**config.mk**
```make
export PLATFORM = sky130hd
export DESIGN_NAME = alu_issue_stage
export DESIGN_NICKNAME = d
export VERILOG_FILES = /design/src/rtl/alu_issue_stage.sv
export SDC_FILE = /design/constraint.sdc
export NUM_CORES = 1
export LEC_CHECK = 0
export ABC_CLOCK_PERIOD_IN_PS = 2100
export CORE_ASPECT_RATIO = 1.5
export CORE_UTILIZATION = 45
export DETAILED_ROUTE_END_ITERATION = 16
export DONT_BUFFER_PORTS = 1
export HOLD_SLACK_MARGIN = 0.1
export SLEW_MARGIN = 20
export SYNTH_ARGS = -nofsm -noshare
export SYNTH_HDL_FRONTEND = slang
export SYNTH_SLANG_ARGS = --single-unit
```
**constraint.sdc**
```tcl
create_clock -name clk -period 2.1 [get_ports clk]
set_input_delay 0.21 -clock clk [delete_from_list [all_inputs] [get_ports clk]]
set_output_delay 0.21 -clock clk [all_outputs]
set_load 0.1 [all_outputs]
```
**src/rtl/alu_issue_stage.sv**
```systemverilog
// Issue stage in front of a combinational ALU: operands are held for SETTLE_CYCLES clocks,
// then W/c/z are registered. Optional accumulator operand: define ALU_ISSUE_ACC_EN.
module alu_issue_stage #(
    parameter int unsigned WIDTH         = 8,
    parameter int unsigned SETTLE_CYCLES = 3
) (
    input  logic             clk,
    input  logic             rst_n,

    input  logic             in_valid,
    output logic             in_ready,
    input  logic [WIDTH-1:0] in_a,
    input  logic [WIDTH-1:0] in_b,
    input  logic [2:0]       in_f,
`ifdef ALU_ISSUE_ACC_EN
    input  logic             in_acc,
`endif

    output logic [WIDTH-1:0] alu_a,
    output logic [WIDTH-1:0] alu_b,
    output logic [2:0]       alu_f,
    input  logic [WIDTH-1:0] alu_w,
    input  logic             alu_c,
    input  logic             alu_z,

    output logic             out_valid,
    input  logic             out_ready,
    output logic [WIDTH-1:0] out_w,
    output logic             out_c,
    output logic             out_z,
    output logic [2:0]       out_f
);

    typedef enum logic [1:0] {
        StIdle,
        StSettle,
        StDone
    } state_e;

    localparam logic [3:0] CntInit = 4'(SETTLE_CYCLES - 1);

    state_e           state_q, state_d;
    logic [3:0]       cnt_q, cnt_d;
    logic [WIDTH-1:0] alu_a_q, alu_a_d;
    logic [WIDTH-1:0] alu_b_q, alu_b_d;
    logic [2:0]       alu_f_q, alu_f_d;
    logic [WIDTH-1:0] out_w_q, out_w_d;
    logic             out_c_q, out_c_d;
    logic             out_z_q, out_z_d;
    logic [2:0]       out_f_q, out_f_d;
    logic             out_valid_q, out_valid_d;

    logic             accept;
    logic             capture;
    logic [WIDTH-1:0] a_src;

    assign in_ready = (state_q == StIdle) | ((state_q == StDone) & out_ready);
    assign accept   = in_valid & in_ready;

`ifdef ALU_ISSUE_ACC_EN
    // The accumulator is the last captured result, which out_w_q already holds.
    assign a_src = in_acc ? out_w_q : in_a;
`else
    assign a_src = in_a;
`endif

    always_comb begin
        state_d     = state_q;
        cnt_d       = cnt_q;
        alu_a_d     = alu_a_q;
        alu_b_d     = alu_b_q;
        alu_f_d     = alu_f_q;
        out_w_d     = out_w_q;
        out_c_d     = out_c_q;
        out_z_d     = out_z_q;
        out_f_d     = out_f_q;
        out_valid_d = out_valid_q;
        capture     = 1'b0;

        unique case (state_q)
            StIdle: begin
                if (accept) begin
                    state_d = StSettle;
                end
            end
            StSettle: begin
                if (cnt_q == 4'd0) begin
                    capture     = 1'b1;
                    out_valid_d = 1'b1;
                    state_d     = StDone;
                end else begin
                    cnt_d = cnt_q - 4'd1;
                end
            end
            StDone: begin
                if (out_ready) begin
                    out_valid_d = 1'b0;
                    state_d     = accept ? StSettle : StIdle;
                end
            end
            default: begin
                state_d = StIdle;
            end
        endcase

        if (accept) begin
            alu_a_d = a_src;
            alu_b_d = in_b;
            alu_f_d = in_f;
            cnt_d   = CntInit;
        end

        if (capture) begin
            out_w_d = alu_w;
            out_c_d = alu_c;
            out_z_d = alu_z;
            out_f_d = alu_f_q;
        end
    end

    always_ff @(posedge clk or negedge rst_n) begin
        if (!rst_n) begin
            state_q     <= StIdle;
            cnt_q       <= 4'd0;
            alu_a_q     <= '0;
            alu_b_q     <= '0;
            alu_f_q     <= 3'd0;
            out_w_q     <= '0;
            out_c_q     <= 1'b0;
            out_z_q     <= 1'b0;
            out_f_q     <= 3'd0;
            out_valid_q <= 1'b0;
        end else begin
            state_q     <= state_d;
            cnt_q       <= cnt_d;
            alu_a_q     <= alu_a_d;
            alu_b_q     <= alu_b_d;
            alu_f_q     <= alu_f_d;
            out_w_q     <= out_w_d;
            out_c_q     <= out_c_d;
            out_z_q     <= out_z_d;
            out_f_q     <= out_f_d;
            out_valid_q <= out_valid_d;
        end
    end

    assign alu_a     = alu_a_q;
    assign alu_b     = alu_b_q;
    assign alu_f     = alu_f_q;
    assign out_w     = out_w_q;
    assign out_c     = out_c_q;
    assign out_z     = out_z_q;
    assign out_f     = out_f_q;
    assign out_valid = out_valid_q;

endmodule

```
==> results <==
- Setup violations remaining at the end of the flow were counted as 0.
- After clock tree synthesis, the clock-pin slew on the worst setup and hold paths is 0.07 ns.
- At the worst endpoint, the required time is 2.27 ns.
- The Yosys warning count is 0.
- The initial DRC count is 17.
- The cell accounting for the most synthesized area is sky130_fd_sc_hd__dfrtp_1.
- The HPWL after detailed placement is 1934 um.
- In the synthesized netlist the async set-or-reset flop fraction comes to 100.0%.
- The worst endpoint data arrival time is 2.05 ns.
- The number of setup buffers added after CTS is 0.
- After detailed routing, the total wire length is 2917 um.
- After the last flow step, the layout net total stands at 202.
- The overall fraction of global-route tracks in use is 16.14%.
- Pin placement for this block handled 67 I/O pins.
- The worst slew margin relative to its limit is 39.04%.
- The initial antenna violation count is 0.
- Setup repair after global routing left no endpoint under its margin.
- Cells with a size suffix above 1 make up 43.79% of the layout.
- The final route contains 1035 vias.
- By area the synthesized netlist is led by sky130_fd_sc_hd__dfrtp_1 (61%), sky130_fd_sc_hd__mux2_2 (18%), sky130_fd_sc_hd__mux2_4 (7.5%).
- The via count of the first global-routing pass is 1073.
- Counting flops and latches in the post-synthesis netlist gives 39.
- The worst setup path is captured at a flip-flop.
- Compared with the post-synthesis result, the final layout area differs by 39.95%.
- The floorplan step defined a die boundary enclosing 0.003804 mm2.
- The final weighted congestion in routability-driven placement is 0.7493.
- In the final routed layout, each cell accounts on average for 13.82 um.
- The number of clock buffers inserted by TritonCTS is 5.
- The number of instances resized during post-cts repair is 0.
- By count the netlist is led by sky130_fd_sc_hd__dfrtp_1 (39), sky130_fd_sc_hd__mux2_2 (25), sky130_fd_sc_hd__mux2_4 (8), sky130_fd_sc_hd__o21ai_0 (6), sky130_fd_sc_hd__inv_1 (5).
- The number of buffers between clock root and the deepest sink is 2.
- STA classifies the critical path startpoint as a flip-flop.
- The post-synthesis cell type count is 22.
- The total overflow left after global routing is 0.
- Row generation in the floorplan step produced 26 rows.
- Summing the sequential cell areas from Yosys gives 60.99% of the chip area.
- The transition time at the pin with the least slew margin is 0.9144 ns.
- The clock net sink count is 39.
- The post-detailed-route DRC marker count is 0.
- TritonCTS built the clock tree.
- The tightest min-delay check is of the in2reg type.
- The most used flip-flop cell after synthesis is sky130_fd_sc_hd__dfrtp_1.
- On the final layout, the worst clock skew is 0.005409 ns.
- The minimum setup slack in the final design is 0.2250 ns.
- Entering global routing, the biggest net connects 40 pins.
- The synthesized cell area is 0.001600 mm2.
- With fillers left out, the area of the finished cells amounts to 0.002240 mm2.
- Tracing the worst setup path back leads to its startpoint at cnt_q[0]$_DFFE_PN0P_.
- The antenna diode instance count is 0.
- The effective utilization at floorplan is 46.85%.
- The master cell of the clock root buffer is sky130_fd_sc_hd__clkbuf_8.
- The final hold violation count is 0.
- The startpoint identified for the worst register-to-register timing path is cnt_q[0]$_DFFE_PN0P_.
- The top fanout value on the critical path is 15.
- The horizontal die dimension is 50.69 um.
- The floorplan step set the die height to 75.04 um.
- The number of synthesized flops with an enable pin is 0.
- When the netlist entered floorplanning its net count stood at 139.
- The placement-stage worst setup slack is 0.2285 ns.
- The source-to-sink clock delay at the later pin of the worst-skew pair is 0.28 ns.
- The count of buffers inserted at the top-level ports is 0.
- The total core area is 0.003416 mm2.
- The run finished with clean final reports.
- The most common cell in the netlist is sky130_fd_sc_hd__dfrtp_1.
- Adding up every negative setup slack in the final design gives 0 ns.
- The start point of the worst hold path is out_ready.
- The number of vias per cell after detailed routing is 4.905.
- Hold timing on the final database bottoms out at a slack of 0.1297 ns.
- The first global-routing pass estimated 4347 um of wire.
- Timing would allow up to 0.5333 GHz.
- The start-to-end type of the worst setup path is reg2reg.
- The number of routed nets with antenna violations is 0.
- The average instance area after synthesis is 15.24 um2.
- The final max-slew violation count is 0.
- Synthesis produced a netlist whose cell count is 105.
- Across the run, the number of max-cap violations was 0.
- The number of H-tree branching levels is 2.
- The placed instances occupy a cell area of 0.001824 mm2.
- The iteration count of the initial detailed-routing pass is 4.
- After synthesis, the largest area contributor takes up 60.99% of total cell area.
- The final critical delay including setup and external delays is 1.875 ns.
- The post-route clock period utilization is 89.29%.
==> final cells by class <==
| type | instances | area, um2 |
|---|---|---|
| clock inverter | 2 | 12.51 |
| fill | 263 | 1176 |
| clock buffer | 6 | 72.57 |
| multi-input combinational | 57 | 566.8 |
| timing repair buffer | 60 | 540.5 |
| inverter | 5 | 18.77 |
| sequential | 39 | 975.9 |
| tap | 42 | 52.55 |
==> registers in the layout, summed over array words and instances (netlist names) <==
register and cells:
alu_a 8, alu_b 8, out_w 8, cnt_q 4
alu_f 3, out_f 3, state_q 2, out_c 1
out_valid 1, out_z 1
==> critical path: stages (launching register included) <==
cell and delay (ns):
sky130_fd_sc_hd__dfrtp_1 0.41, sky130_fd_sc_hd__inv_1 0.08, sky130_fd_sc_hd__ha_1 0.17, sky130_fd_sc_hd__inv_1 0.07
sky130_fd_sc_hd__or4_4 0.68, sky130_fd_sc_hd__mux2_4 0.34
==> cells in the final DEF, fill, tap and decap left out, types with 2 or more instances in the layout <==
cell / n
sky130_fd_sc_hd__dfrtp_1: 39
sky130_fd_sc_hd__dlygate4sd3_1: 31
sky130_fd_sc_hd__buf_4: 28
sky130_fd_sc_hd__mux2_2: 25
sky130_fd_sc_hd__mux2_4: 8
sky130_fd_sc_hd__o21ai_0: 6
sky130_fd_sc_hd__inv_1: 5
sky130_fd_sc_hd__clkbuf_8: 5
sky130_fd_sc_hd__nand2b_1: 2
sky130_fd_sc_hd__nor2_1: 2
sky130_fd_sc_hd__mux2i_1: 2
==> worst paths after layout <==
check / endpoint / depth (start not counted) / slack (ns)
worst max register to register: out_w[5]$_DFFE_PN0P_ / 5 / 0.23
worst max-delay path: out_w[5]$_DFFE_PN0P_ / 5 / 0.23
worst min register to register: out_f[0]$_DFFE_PN0P_ / 1 / 0.51
worst min-delay path: out_valid$_DFFE_PN0P_ / 3 / 0.13
min in group asynchronous: alu_f[2]$_DFFE_PN0P_ / 2 / 0.40
max in group asynchronous: alu_a[7]$_DFFE_PN0P_ / 2 / 1.52
==> through the flow <==
| step | instances | util, % |
|---|---|---|
| 2_1_floorplan | 105 | - |
| 3_3_place_gp | 171 | 53.41 |
| 3_5_place_dp | 171 | 53.41 |
| 4_1_cts | 211 | 65.57 |
| 5_1_grt | 211 | 65.57 |
| 6_report | 211 | 65.57 |
==> routing by layer <==
metal	share of wire (%)	track usage, %	up-vias
li1	-	-	488
met1	40	15.83	497
met2	52	29.48	44
met3	6.7	5.859	6
met4	1.8	8.333	0
met5	0	0	-
==> what timing repair did <==
item / 4_1_cts / 5_1_grt
endpoints found under the hold margin: 69 / 0
endpoints found under the setup margin: 0 / 0
hold buffers: 32 / 0
==> logic make-up after synthesis <==
group / after synthesis / synth area share, %
AO/OA/AOI/OAI: 8 / 2.580
adder cells (fa/ha/maj): 1 / 0.7817
buffers and inverters: 9 / 3.753
flip-flops: 39 / 60.99
multiplexers: 35 / 26.35
AND/OR/NAND/NOR: 13 / 5.552
Power is not shown: default switching activity piles up to over one toggle a cycle in this logic, so the estimate is an artifact.
